===== src/rtl/mp_add_sub_seq.sv =====
// Multi-precision add/subtract of 8*NBYTES-bit operands through one 8-bit CLA, one byte per cycle, LSB first.
// Latency: accept on edge E, out_valid rises on edge E+NBYTES; one operation per NBYTES+2 cycles at best.
// Backpressure: in_ready low in RUN/DONE; result, cout, v, zero held in DONE until out_ready.
//
// Ports: clk, rst_n (async active-low); request side in_valid/in_ready/sub/cin/x/y;
//        result side out_valid/out_ready/result/cout/v, plus zero when MP_ADD_SUB_SEQ_ZERO_EN is defined.
// Optional feature macro: MP_ADD_SUB_SEQ_ZERO_EN (sticky all-zero result flag on port zero).

// 8-bit carry look-ahead adder-subtractor: s = a + (b ^ {8{sub}}) + (cin | sub).
// Every carry is expanded as a flat generate/propagate sum of products from the byte carry-in.
module claAddSub8 (
    input  logic [7:0] a,
    input  logic [7:0] b,
    input  logic       sub,
    input  logic       cin,
    output logic [7:0] s,
    output logic       cout,
    output logic       v
);
    logic [7:0] bb;
    logic [7:0] g;
    logic [7:0] p;
    logic       c0;
    logic [8:1] c;
    logic       acc;
    logic       term;

    always_comb begin
        bb   = b ^ {8{sub}};
        g    = a & bb;
        p    = a ^ bb;
        c0   = cin | sub;
        c    = '0;
        acc  = 1'b0;
        term = 1'b0;
        for (int i = 0; i < 8; i++) begin
            // carry-in propagated through bits 0..i
            acc = c0;
            for (int k = 0; k <= i; k++) begin
                acc = acc & p[k];
            end
            // generate at bit j propagated through bits j+1..i
            for (int j = 0; j <= i; j++) begin
                term = g[j];
                for (int k = j + 1; k <= i; k++) begin
                    term = term & p[k];
                end
                acc = acc | term;
            end
            c[i+1] = acc;
        end
        s    = p ^ {c[7:1], c0};
        cout = c[8];
        // signed overflow: carry into the MSB differs from carry out of it
        v    = c[8] ^ c[7];
    end
endmodule

module mp_add_sub_seq #(
    parameter int NBYTES = 4
) (
    input  logic                clk,
    input  logic                rst_n,
    input  logic                in_valid,
    output logic                in_ready,
    input  logic                sub,
    input  logic                cin,
    input  logic [8*NBYTES-1:0] x,
    input  logic [8*NBYTES-1:0] y,
    output logic                out_valid,
    input  logic                out_ready,
    output logic [8*NBYTES-1:0] result,
    output logic                cout,
    output logic                v
`ifdef MP_ADD_SUB_SEQ_ZERO_EN
   ,output logic                zero
`endif
);
    localparam int W  = 8 * NBYTES;
    localparam int IW = $clog2(NBYTES);
    localparam logic [IW-1:0] LAST_IDX = IW'(NBYTES - 1);

    typedef enum logic [1:0] {
        IDLE = 2'd0,
        RUN  = 2'd1,
        DONE = 2'd2
    } state_t;

    state_t          state_q,  state_d;
    logic [IW-1:0]   idx_q,    idx_d;
    logic            carry_q,  carry_d;
    logic [W-1:0]    x_q,      x_d;
    logic [W-1:0]    y_q,      y_d;     // already XORed with sub at accept
    logic [W-1:0]    result_q, result_d;
    logic            cout_q,   cout_d;
    logic            v_q,      v_d;

    logic [7:0]      add_a;
    logic [7:0]      add_b;
    logic [7:0]      add_s;
    logic            add_cout;
    logic            add_v;

    // Subtraction is fully encoded at accept (inverted y, carry forced to 1),
    // so the shared adder always runs in add mode.
    claAddSub8 u_cla (
        .a    (add_a),
        .b    (add_b),
        .sub  (1'b0),
        .cin  (carry_q),
        .s    (add_s),
        .cout (add_cout),
        .v    (add_v)
    );

    always_comb begin
        add_a = x_q[idx_q*8 +: 8];
        add_b = y_q[idx_q*8 +: 8];
    end

`ifdef MP_ADD_SUB_SEQ_ZERO_EN
    logic zero_q, zero_d;
`endif

    always_comb begin
        state_d  = state_q;
        idx_d    = idx_q;
        carry_d  = carry_q;
        x_d      = x_q;
        y_d      = y_q;
        result_d = result_q;
        cout_d   = cout_q;
        v_d      = v_q;
`ifdef MP_ADD_SUB_SEQ_ZERO_EN
        zero_d   = zero_q;
`endif
        case (state_q)
            IDLE: begin
                if (in_valid) begin
                    x_d     = x;
                    y_d     = y ^ {W{sub}};
                    carry_d = sub | cin;
                    idx_d   = '0;
`ifdef MP_ADD_SUB_SEQ_ZERO_EN
                    zero_d  = 1'b1;
`endif
                    state_d = RUN;
                end
            end
            RUN: begin
                result_d[idx_q*8 +: 8] = add_s;
                carry_d                = add_cout;
`ifdef MP_ADD_SUB_SEQ_ZERO_EN
                zero_d                 = zero_q & (add_s == 8'h00);
`endif
                if (idx_q == LAST_IDX) begin
                    cout_d  = add_cout;
                    v_d     = add_v;
                    state_d = DONE;
                end else begin
                    idx_d = idx_q + IW'(1);
                end
            end
            DONE: begin
                if (out_ready) begin
                    state_d = IDLE;
                end
            end
            default: begin
                state_d = IDLE;
            end
        endcase
    end

    always_ff @(posedge clk or negedge rst_n) begin
        if (!rst_n) begin
            state_q  <= IDLE;
            idx_q    <= '0;
            carry_q  <= 1'b0;
            x_q      <= '0;
            y_q      <= '0;
            result_q <= '0;
            cout_q   <= 1'b0;
            v_q      <= 1'b0;
        end else begin
            state_q  <= state_d;
            idx_q    <= idx_d;
            carry_q  <= carry_d;
            x_q      <= x_d;
            y_q      <= y_d;
            result_q <= result_d;
            cout_q   <= cout_d;
            v_q      <= v_d;
        end
    end

`ifdef MP_ADD_SUB_SEQ_ZERO_EN
    always_ff @(posedge clk or negedge rst_n) begin
        if (!rst_n) begin
            zero_q <= 1'b1;
        end else begin
            zero_q <= zero_d;
        end
    end

    assign zero = zero_q;
`endif

    assign in_ready  = (state_q == IDLE);
    assign out_valid = (state_q == DONE);
    assign result    = result_q;
    assign cout      = cout_q;
    assign v         = v_q;
endmodule

===== config.mk =====
export PLATFORM = sky130hd
export DESIGN_NAME = mp_add_sub_seq
export DESIGN_NICKNAME = d
export VERILOG_FILES = /design/src/rtl/mp_add_sub_seq.sv
export SDC_FILE = /design/constraint.sdc
export NUM_CORES = 1
export LEC_CHECK = 0
export CAP_MARGIN = 20
export CELL_PAD_IN_SITES_DETAIL_PLACEMENT = 2
export CELL_PAD_IN_SITES_GLOBAL_PLACEMENT = 2
export CORE_ASPECT_RATIO = 0.8
export CORE_MARGIN = 4
export CORE_UTILIZATION = 30
export CTS_CLUSTER_DIAMETER = 50
export DETAILED_ROUTE_END_ITERATION = 7
export GPL_TIMING_DRIVEN = 0
export PLACE_DENSITY = 0.81
export SLEW_MARGIN = 20
export SYNTH_ARGS = -nofsm -noshare
export SYNTH_HDL_FRONTEND = slang
export SYNTH_SLANG_ARGS = --single-unit

===== constraint.sdc =====
create_clock -name clk -period 3.7 [get_ports clk]
set_input_delay 0.74 -clock clk [delete_from_list [all_inputs] [get_ports clk]]
set_output_delay 0.74 -clock clk [all_outputs]
set_load 0.02 [all_outputs]

==> results.cfg <==
[status]
run_status = finished, final reports clean

[logic_synthesis]
syn-num-nets = 550
ys_ff_latch = 103
seq_area_frac_synth_pct = 52.3
async_flop_share_pct = 100
avgSynthCellArea_sq_um = 10.6
yosysUniqueCellTypes = 41
synth-edff-count = 0
synthesis.area_sq_mm = 0.00493
synth_ff_type = dfrtp_1
synth_warnings = 0
netlist_instances = 464

[setup_path]
critPathTopFamily = compound AO/OA/AOI/OAI gates
critical-path-slowest-cell = dfrtp_1
crit_path_start_kind = register
critical_path.startpoint = idx_q[1]$_DFFE_PN0P_
path_class = reg -> reg
reg2reg_from = idx_q[1]$_DFFE_PN0P_
cp_num_buf_inv = 2
critical_path.cell_chain = clkbuf_2 -> buf_2 -> mux4_2 -> ha_1 -> ha_1 -> o211ai_2 -> a21oi_2 -> a2111oi_4 -> xor2_2 -> o21ai_1
cp_common_cell = ha_1
arrival_ns = 3.45
r2r_cells = 10
path_max_fanout = 10
cpPeakStageDelay_ns = 0.41
cp.depth = 10
worstPathRequired_ns = 3.92
critPathCaptureType = register

[detailed_routing]
drt_iter0_drc = 161
viasPerCell = 4.88
dr.pass1.iters = 4
wl_per_cell_microns = 19.5
drc_errors = 0
vias = 3905
drtAntennaViolNets = 0
routed_wl_mm = 15.6

[global_routing]
grt_pass1_vias = 4528
grt_pass1_wl_mm = 25.1
grt_max_degree = 58
antenna_found_initial = 0
grtUsageTotal_pct = 17.6
overflow = 0

[floorplanning]
rows = 41
chipWidth_microns = 151
die-area_sq_mm = 0.0186
initial_core_util_pct = 30.9
die_y_microns = 123
core_area_sq_mm = 0.0160
io_pins = 106

[timing]
min_period_ns = 3.24
relSlewSlack_pct = 61.6
post-route-period-util_pct = 87.4
setup_ws_ns = 0.464
hold_viol = 0
rsz0062_at_grt = no
maxSlewViolCount = 0
fmax_ghz = 0.309
skew_ns = 0.00974
setup_viol_count_final = 0
tightestPinTransition_ns = 0.576

[layout]
drive_above_1_share_pct = 9.57
nNetsFinal = 666
fillers = 1682
seqCellArea_sq_mm = 0.00258
area_growth_pct = 32.9
multi_input_area_sq_mm = 0.00222
num_antenna_cells = 0
final_core_util_pct = 41.0

[clocking]
postCtsSetupBuffers = 0
cts_resized = 0
cts_root_buf = clkbuf_16
cts.sinks = 103
clkTransAtPathRegs_ns = 0.07
cts_tree = built
cts_max_path_buffers = 2
cts_buffers = 9
clock_latency_ns = 0.35
htree_levels = 3
ctsHoldBuffers = 0

[place]
port_buffers = 104
dp_hpwl_mm = 12.0
place_congestion = 0.793
post-place-ws_ns = 0.160

[power]
ir_drop_v = 0.000312
p_leak_nw = 2.91
power_density_mw_per_mm2 = 891
power.total_mw = 5.83

[run]
maxCapViolations = 0

[worst_hold_path]
hold_path_class = in -> async
[sequential cells by signal (all words and copies together), names as in the netlist]
register  flops
carry_q       1
cout          1
idx_q         2
result       32
state_q       2
v             1
x_q          32
y_q          32
[cells in the mapped netlist (3+ instances only)]
master,n,area share [%]
clkbuf_1,9,0.69
nor2_1,6,0.46
dfrtp_1,103,52
buf_2,14,1.4
o21ai_0,5,0.51
xnor2_1,34,6.0
mux4_2,16,7.3
ha_1,15,3.8
xor2_1,4,0.71
nand2b_1,4,0.51
nand3_1,4,0.41
nand2_1,149,11
nand4_1,3,0.38
inv_1,3,0.23
o21ai_1,43,4.4
a22o_1,24,4.3
[report_power, final]
group,switching [mW],leakage (nW),internal (mW)
Sequential,0.280,1.32,1.56
Clock,0.416,0.129,0.495
Combinational,1.86,1.46,1.22
Total,2.56,2.91,3.27
[kinds of logic after synthesis]
family / Yosys count / share of synthesized area [%]
adder cells (fa/ha/maj): 16 / 4.22
buffers and inverters: 28 / 2.56
AND/OR/NAND/NOR: 179 / 15.0
multiplexers: 17 / 7.52
AO/OA/AOI/OAI: 82 / 11.3
XOR/XNOR: 39 / 7.08
flip-flops: 103 / 52.3
[placed cells by master, fill, tap and decap left out, types with 2 or more instances in the layout]
cell type        Yosys  layout
nand2_1            149     149
dfrtp_1            103     103
clkdlybuf4s50_1      0     103
o21ai_1             43      43
xnor2_1             34      34
a22o_1              24      24
mux4_2              16      16
ha_1                15      15
buf_2               14      14
clkbuf_1             9      11
clkbuf_16            0       9
nor2_1               6       6
o21ai_0              5       5
nand2b_1             4       4
nand3_1              4       4
xor2_1               4       4
inv_1                3       3
nand4_1              3       3
a21oi_1              2       2
and3_1               2       2
or3_1                2       2
clkinvlp_4           0       2
clkbuf_8             0       2
[final timing paths]
path	to	slack (ns)
hold / removal	result[12]$_DFFE_PN0P_	0.32
hold reg to reg	y_q[27]$_DFFE_PN0P_	0.48
setup reg to reg	result[14]$_DFFE_PN0P_	0.46
min in group clk	y_q[27]$_DFFE_PN0P_	0.48
setup / recovery	result[14]$_DFFE_PN0P_	0.46
max in group asynchronous	x_q[10]$_DFFE_PN0P_	2.73
[layer usage]
metal	GRT usage, %	wire length [microns]	vias to the layer above	part of all wire, %
met2	30.9	7890	93	51
met4	3.74	157	0	1.0
met1	22.5	6830	1999	44
met5	0	0	-	0
met3	3.54	737	12	4.7
li1	-	-	1801	-
[stage by stage]
stage / TNS, ns / cells / hold slack, ns / area [sq um]
finish: 0 / 800 / 0.323 / 6550
global route: 0 / 800 / 0.346 / 6550
CTS: 0 / 800 / 0.331 / 6550
detailed placement: 0 / 784 / 0.469 / 6270
global placement: -191.06 / 783 / 0.457 / 6240
floorplan: 0 / 464 / 0.440 / 4930
[final cells by class]
cell class	count	area share [%]
Buffer	25	1.78
Timing Repair Buffer	105	16.3
Sequential cell	103	39.4
Tap cell	215	4.11
Clock buffer	14	4.03
Inverter	3	0.172
Clock inverter	2	0.229
Multi-Input combinational cell	333	34.0
No activity file was read; power rests on OpenSTA's default activity.
